[src/rtl/fir_mac_fp16.sv]
// fir_mac_fp16: streaming serial-MAC FIR filter with an FP16 result.
// The engine takes one signed Q1.(DW-1) sample per in_valid/in_ready handshake.
// It accumulates TAPS products against a writable coefficient bank and a circular
// delay line, then returns the sum as IEEE-754 half precision.
// Handshakes: a transfer happens on any rising clk edge where valid and ready are both
// high; valid never waits on ready, and out_fp/out_valid hold until out_ready.
// Optional build macro FIR_FP_RNE_EN: round-to-nearest-even mantissa (default truncates).
module fir_mac_fp16 #(
    parameter int DW   = 16,
    parameter int CW   = 16,
    parameter int TAPS = 64,
    parameter int AW   = $clog2(TAPS),
    parameter int ACCW = DW + CW + AW
) (
    input  logic          clk,
    input  logic          reset_n,
    input  logic          in_valid,
    output logic          in_ready,
    input  logic [DW-1:0] in_data,
    input  logic          coef_we,
    input  logic [AW-1:0] coef_addr,
    input  logic [CW-1:0] coef_wdata,
    output logic          out_valid,
    input  logic          out_ready,
    output logic [15:0]   out_fp,
    output logic          busy,
    output logic [1:0]    state_dbg
);

    // Fractional bits of the accumulator and width of the normalisation window
    localparam int F  = (DW - 1) + (CW - 1);
    localparam int NW = ACCW + 12;

    typedef enum logic [1:0] {IDLE, MAC, CONV, OUT} state_t;

    state_t                   state;
    logic signed [DW-1:0]     x_mem [TAPS];
    logic signed [CW-1:0]     c_mem [TAPS];
    logic        [AW-1:0]     wr_ptr;
    logic        [AW-1:0]     newest_ptr;
    logic        [AW-1:0]     k;
    logic signed [ACCW-1:0]   acc;

    int                       rd_diff;
    logic        [AW-1:0]     rd_idx;
    logic signed [DW-1:0]     x_rd;
    logic signed [CW-1:0]     c_rd;
    logic signed [DW+CW-1:0]  prod;

    logic                     acc_sign;
    logic        [ACCW-1:0]   mag;
    int                       lead;
    logic        [NW-1:0]     norm;
    logic        [9:0]        mant;
    logic                     rnd;
    logic        [10:0]       mant_r;
    int                       e_pre;
    int                       e_post;
    logic        [15:0]       fp_next;
`ifdef FIR_FP_RNE_EN
    logic                     guard_bit;
    logic                     sticky_bit;
`endif

    assign in_ready  = reset_n && (state == IDLE);
    assign busy      = (state != IDLE);
    assign state_dbg = state;

    // Delay-line read address (newest - k) mod TAPS and the signed product for this tap
    always_comb begin
        rd_diff = int'(newest_ptr) - int'(k);
        if (rd_diff < 0) rd_diff = rd_diff + TAPS;
        rd_idx = AW'(rd_diff);
        x_rd   = x_mem[rd_idx];
        c_rd   = c_mem[k];
        prod   = (DW+CW)'(x_rd) * (DW+CW)'(c_rd);
    end

    // Accumulator to FP16: normalise magnitude, truncate or round mantissa, clamp exponent
    always_comb begin
        acc_sign = acc[ACCW-1];
        mag      = acc_sign ? $unsigned(-acc) : $unsigned(acc);
        lead     = 0;
        for (int i = 0; i < ACCW; i++) begin
            if (mag[i]) lead = i;
        end
        norm  = {mag, 12'h000} << (ACCW - 1 - lead);
        mant  = 10'(norm >> (NW - 11));
`ifdef FIR_FP_RNE_EN
        guard_bit  = norm[NW-12];
        sticky_bit = |norm[NW-13:0];
        rnd        = guard_bit & (sticky_bit | mant[0]);
`else
        rnd = 1'b0;
`endif
        e_pre   = lead - F + 15;
        mant_r  = {1'b0, mant} + {10'h000, rnd};
        e_post  = e_pre + int'(mant_r[10]);
        fp_next = 16'h0000;
        if (mag == '0) begin
            fp_next = 16'h0000;
        end else if (e_pre <= 0) begin
            fp_next = {acc_sign, 15'h0000};
        end else if (e_post >= 31) begin
            fp_next = {acc_sign, 5'd30, 10'h3FF};
        end else begin
            fp_next = {acc_sign, 5'(e_post), mant_r[9:0]};
        end
    end

    // Control FSM with the delay line, accumulator and registered result
    always_ff @(posedge clk or negedge reset_n) begin
        if (!reset_n) begin
            state      <= IDLE;
            wr_ptr     <= '0;
            newest_ptr <= '0;
            k          <= '0;
            acc        <= '0;
            out_fp     <= 16'h0000;
            out_valid  <= 1'b0;
            for (int i = 0; i < TAPS; i++) x_mem[i] <= '0;
        end else begin
            case (state)
                IDLE: begin
                    if (in_valid && in_ready) begin
                        x_mem[wr_ptr] <= in_data;
                        newest_ptr    <= wr_ptr;
                        wr_ptr        <= (wr_ptr == AW'(TAPS - 1)) ? '0 : wr_ptr + AW'(1);
                        acc           <= '0;
                        k             <= '0;
                        state         <= MAC;
                    end
                end
                MAC: begin
                    acc <= acc + ACCW'(prod);
                    if (k == AW'(TAPS - 1)) state <= CONV;
                    else                    k     <= k + AW'(1);
                end
                CONV: begin
                    out_fp    <= fp_next;
                    out_valid <= 1'b1;
                    state     <= OUT;
                end
                OUT: begin
                    if (out_ready) begin
                        out_valid <= 1'b0;
                        state     <= IDLE;
                    end
                end
                default: state <= IDLE;
            endcase
        end
    end

    // Coefficient bank: writable only while idle, so a MAC pass never sees a torn bank
    always_ff @(posedge clk or negedge reset_n) begin
        if (!reset_n) begin
            for (int i = 0; i < TAPS; i++) c_mem[i] <= '0;
        end else if (coef_we && (state == IDLE) && (int'(coef_addr) < TAPS)) begin
            c_mem[coef_addr] <= coef_wdata;
        end
    end

endmodule

[config.mk]
export PLATFORM = sky130hd
export DESIGN_NAME = fir_mac_fp16
export DESIGN_NICKNAME = d
export VERILOG_FILES = /design/src/rtl/fir_mac_fp16.sv
export SDC_FILE = /design/constraint.sdc
export NUM_CORES = 2
export LEC_CHECK = 0
export CORE_MARGIN = 2
export CORE_UTILIZATION = 55
export CTS_CLUSTER_DIAMETER = 30
export DETAILED_ROUTE_END_ITERATION = 10
export PLACE_DENSITY = 0.76
export SKIP_CTS_REPAIR_TIMING = 1
export SYNTH_ARGS = -nofsm -noshare
export SYNTH_HDL_FRONTEND = slang
export SYNTH_SLANG_ARGS = --single-unit
[constraint.sdc]
create_clock -name clk -period 10.59 [get_ports clk]
set_input_delay 2.118 -clock clk [delete_from_list [all_inputs] [get_ports clk]]
set_output_delay 2.118 -clock clk [all_outputs]
set_load 0.1 [all_outputs]
==> flow_summary.json <==
{
  "slowest_delay_ns": 0.96,
  "fin_area_mm2": 0.1295,
  "setup_violations": 0,
  "fin_crit_sh": 0.9589,
  "cts_inserted_buffers": 419,
  "m1WireLength_um": 116500,
  "finalHoldViolCount": 0,
  "grt_pass1_vias": 73920,
  "yosys_most_used_dff": "dfrtp_1",
  "required_ns": 11.34,
  "antenna_found_initial": 11,
  "cp_common_cell": "inv_1",
  "ys_types": 101,
  "routed.top_layer": "met5",
  "synth-edff-count": 0,
  "p_leak_nw": 62.21,
  "syn_avg_cell_area_um2": 14.44,
  "relSlewSlack": 0.08555,
  "placed_cell_area_mm2": 0.1150,
  "ioPinCount": 64,
  "reg2reg_depth": 35,
  "dr.pass1.iters": 6,
  "viasPerCell": 6.304,
  "fmax_ghz": 0.09848,
  "yosys.area.top_type": "dfrtp_1",
  "rows": 165,
  "pwr-share-seq": 0.372,
  "syn_area_mm2": 0.1117,
  "fin_cells": 10790,
  "finalWirelength_um": 284800,
  "ys.warnings.count": 0,
  "cts_tree": "done",
  "holdWs_ns": 0.4828,
  "drc": 0,
  "drive_above_1_share": 0.4633,
  "tightest_slew_ns": 1.367,
  "synthArstFlopShare": 1.000,
  "ff2ff_setup_slack_ns": 0.44,
  "placed_cells": 10030,
  "htree_levels": 5,
  "die_area_mm2": 0.2068,
  "nNetsFinal": 8273,
  "final.setup_skew_ns": 0.1037,
  "yosys_register_bits": 2123,
  "arrival_ns": 10.91,
  "synth.top_cell.area_share": 0.4754,
  "syn_inst": 7738,
  "swShare": 0.2114,
  "power_density_mw_per_mm2": 169.0,
  "start_kind": "register",
  "p_int_mw": 17.26,
  "synth_top_cells_by_count": "dfrtp_1, mux2_2, mux4_2, clkbuf_1, inv_1",
  "hold_path_end": "out_fp[13]",
  "die_w_um": 454.7,
  "fin_setup_tns_ns": 0,
  "ys_top_cells_by_area": "dfrtp_1, mux2_2, mux4_2",
  "power.share.clock": 0.614,
  "synth.most_common_cell": "dfrtp_1",
  "area_growth_pct": 15.90,
  "dr_total_vias": 68000,
  "holdPathStages": 1,
  "p_switching_mw": 4.627,
  "die_h_um": 454.7,
  "dr_wl_met3_um": 18570,
  "outcome": "finished, final reports clean",
  "r2r-start": "newest_ptr[0]",
  "comb_power_share": 0.015,
  "grt.total_usage": 0.2824,
  "core-area_mm2": 0.2021,
  "insertion_delay_ns": 0.98,
  "maxCapViolCount": 0,
  "overflow": 0,
  "clockRootBuffer": "clkbuf_16",
  "clkSinkCount": 2123,
  "start_util": 0.5529,
  "fin_crit_ns": 10.15,
  "synth-seq-area-share": 0.4754,
  "end_kind": "register",
  "wl_per_cell_um": 26.40,
  "drt-initial-drc-count": 5911,
  "hpwl_um": 171700,
  "hp-class": "reg2reg",
  "clk_transition_reported_paths_ns": 0.05,
  "clockBufferDepth": 4,
  "grt_max_degree": 175,
  "r2r-end": "acc[29]",
  "io_buffers": 63,
  "grt_pass1_wl_um": 446800,
  "peakVddDrop_uv": 154.4,
  "dr_wl_met2_um": 139400,
  "place_congestion": 0.8931,
  "path_class": "reg2reg",
  "drtAntennaViolNets": 0,
  "syn_nets": 8236,
  "grt_setup_unrepaired": "no",
  "slowest_stage": "fa_4",
  "critPathMaxFanout": 26,
  "slew_viol_final": 0,
  "min_from": "out_fp[13]"
}
[logic make-up (layout without fill, tap and decap cells)]
family / Yosys count / in the layout / share of synthesized area
simple gates: 887 / 887 / 0.03825
buf+inv: 997 / 1370 / 0.03421
flops: 2123 / 2123 / 0.4754
compound gates: 388 / 388 / 0.02511
other cells: 0 / 4 / 0
xor+xnor: 95 / 95 / 0.007514
mux: 2793 / 2793 / 0.3468
fa+ha+maj: 455 / 455 / 0.07272
[cell usage in the layout, fill, tap and decap left out, types with 20 or more instances in the layout]
cell type,synthesis,layout
buf_2,22,32
and3_1,20,20
buf_12,0,24
buf_4,6,178
or3_1,20,20
nor2_2,0,20
nor2_1,237,217
clkinv_2,0,72
clkbuf_8,0,65
clkinv_4,0,21
nor3_1,56,56
and2_1,21,21
xnor2_1,58,54
nor2b_1,37,37
nand2b_1,43,43
o21ai_1,5,20
mux2i_1,56,56
clkdlybuf4s50_1,0,29
nand3_1,42,42
clkbuf_1,514,57
bufinv_16,0,56
mux4_2,654,654
inv_1,345,344
o21ai_0,90,75
a21oi_1,70,69
clkinvlp_4,0,41
ha_1,131,130
mux2_2,2080,2080
nand2_1,310,310
xor2_1,36,36
clkbuf_16,0,424
dfrtp_1,2123,2119
fa_1,324,323
[flip-flops by register name, summed over array words and instances (netlist names)]
name        flops
c_mem        1024
x_mem        1024
acc            38
out_fp         16
k               6
newest_ptr      6
wr_ptr          6
state_dbg       2
out_valid       1
[per-stage QoR]
stage	utilization	worst slack [ns]	power [mW]
global placement	0.5690	0.6969	8.573
floorplan	-	0.02301	8.356
global route	0.6407	0.03515	22.48
finish	0.6408	0.4355	21.89
CTS	0.6407	0.5244	22.02
detailed placement	0.5690	0.4977	8.585
[power groups by stage]
stage	clock network, mW	registers (mW)	logic (mW)
5_1_grt	14.0	8.12	0.365
2_1_floorplan	0	8.26	0.0935
4_1_cts	13.6	8.13	0.328
3_5_place_dp	0	8.26	0.325
6_report	13.4	8.13	0.321
3_3_place_gp	0	8.26	0.313
[worst max-delay path, delay by kind of cell, from the launching register on]
kind | cells | cell delay [ns]
multiplexers | 3 | 1.15
AND/OR/NAND/NOR | 3 | 0.61
flip-flops | 1 | 0.36
AO/OA/AOI/OAI | 10 | 2.44
XOR/XNOR | 1 | 0.15
adder cells (fa/ha/maj) | 9 | 3.99
buffers and inverters | 9 | 1.24
[metal layers]
metal | vias to the layer above | track usage
li1 | 28210 | -
met1 | 36720 | 0.3833
met2 | 2450 | 0.4592
met3 | 617 | 0.05047
met4 | 6 | 0.1049
met5 | - | 0
[final cells by class]
cell class	instances	area (um2)
Antenna cell	4	10.01
Timing Repair Buffer	264	2295
Fill cell	13780	72600
Sequential cell	2123	53140
Clock inverter	211	2773
Multi-Input combinational cell	4618	54920
Clock buffer	546	11720
Tap cell	2672	3343
Inverter	349	1313
[how the worst max path moves through the flow]
| stage | slack, ns | end | depth (start not counted) | start |
|---|---|---|---|---|
| global route | 0.04 | acc[29] | 34 | newest_ptr[0] |
| global placement | 0.70 | acc[29] | 35 | newest_ptr[0] |
| finish | 0.44 | acc[29] | 35 | newest_ptr[0] |
| CTS | 0.52 | acc[34] | 34 | newest_ptr[0] |
| detailed placement | 0.50 | acc[29] | 35 | newest_ptr[0] |
| floorplan | 0.02 | acc[34] | 38 | k[1] |
(Power assumes the default switching activity.)
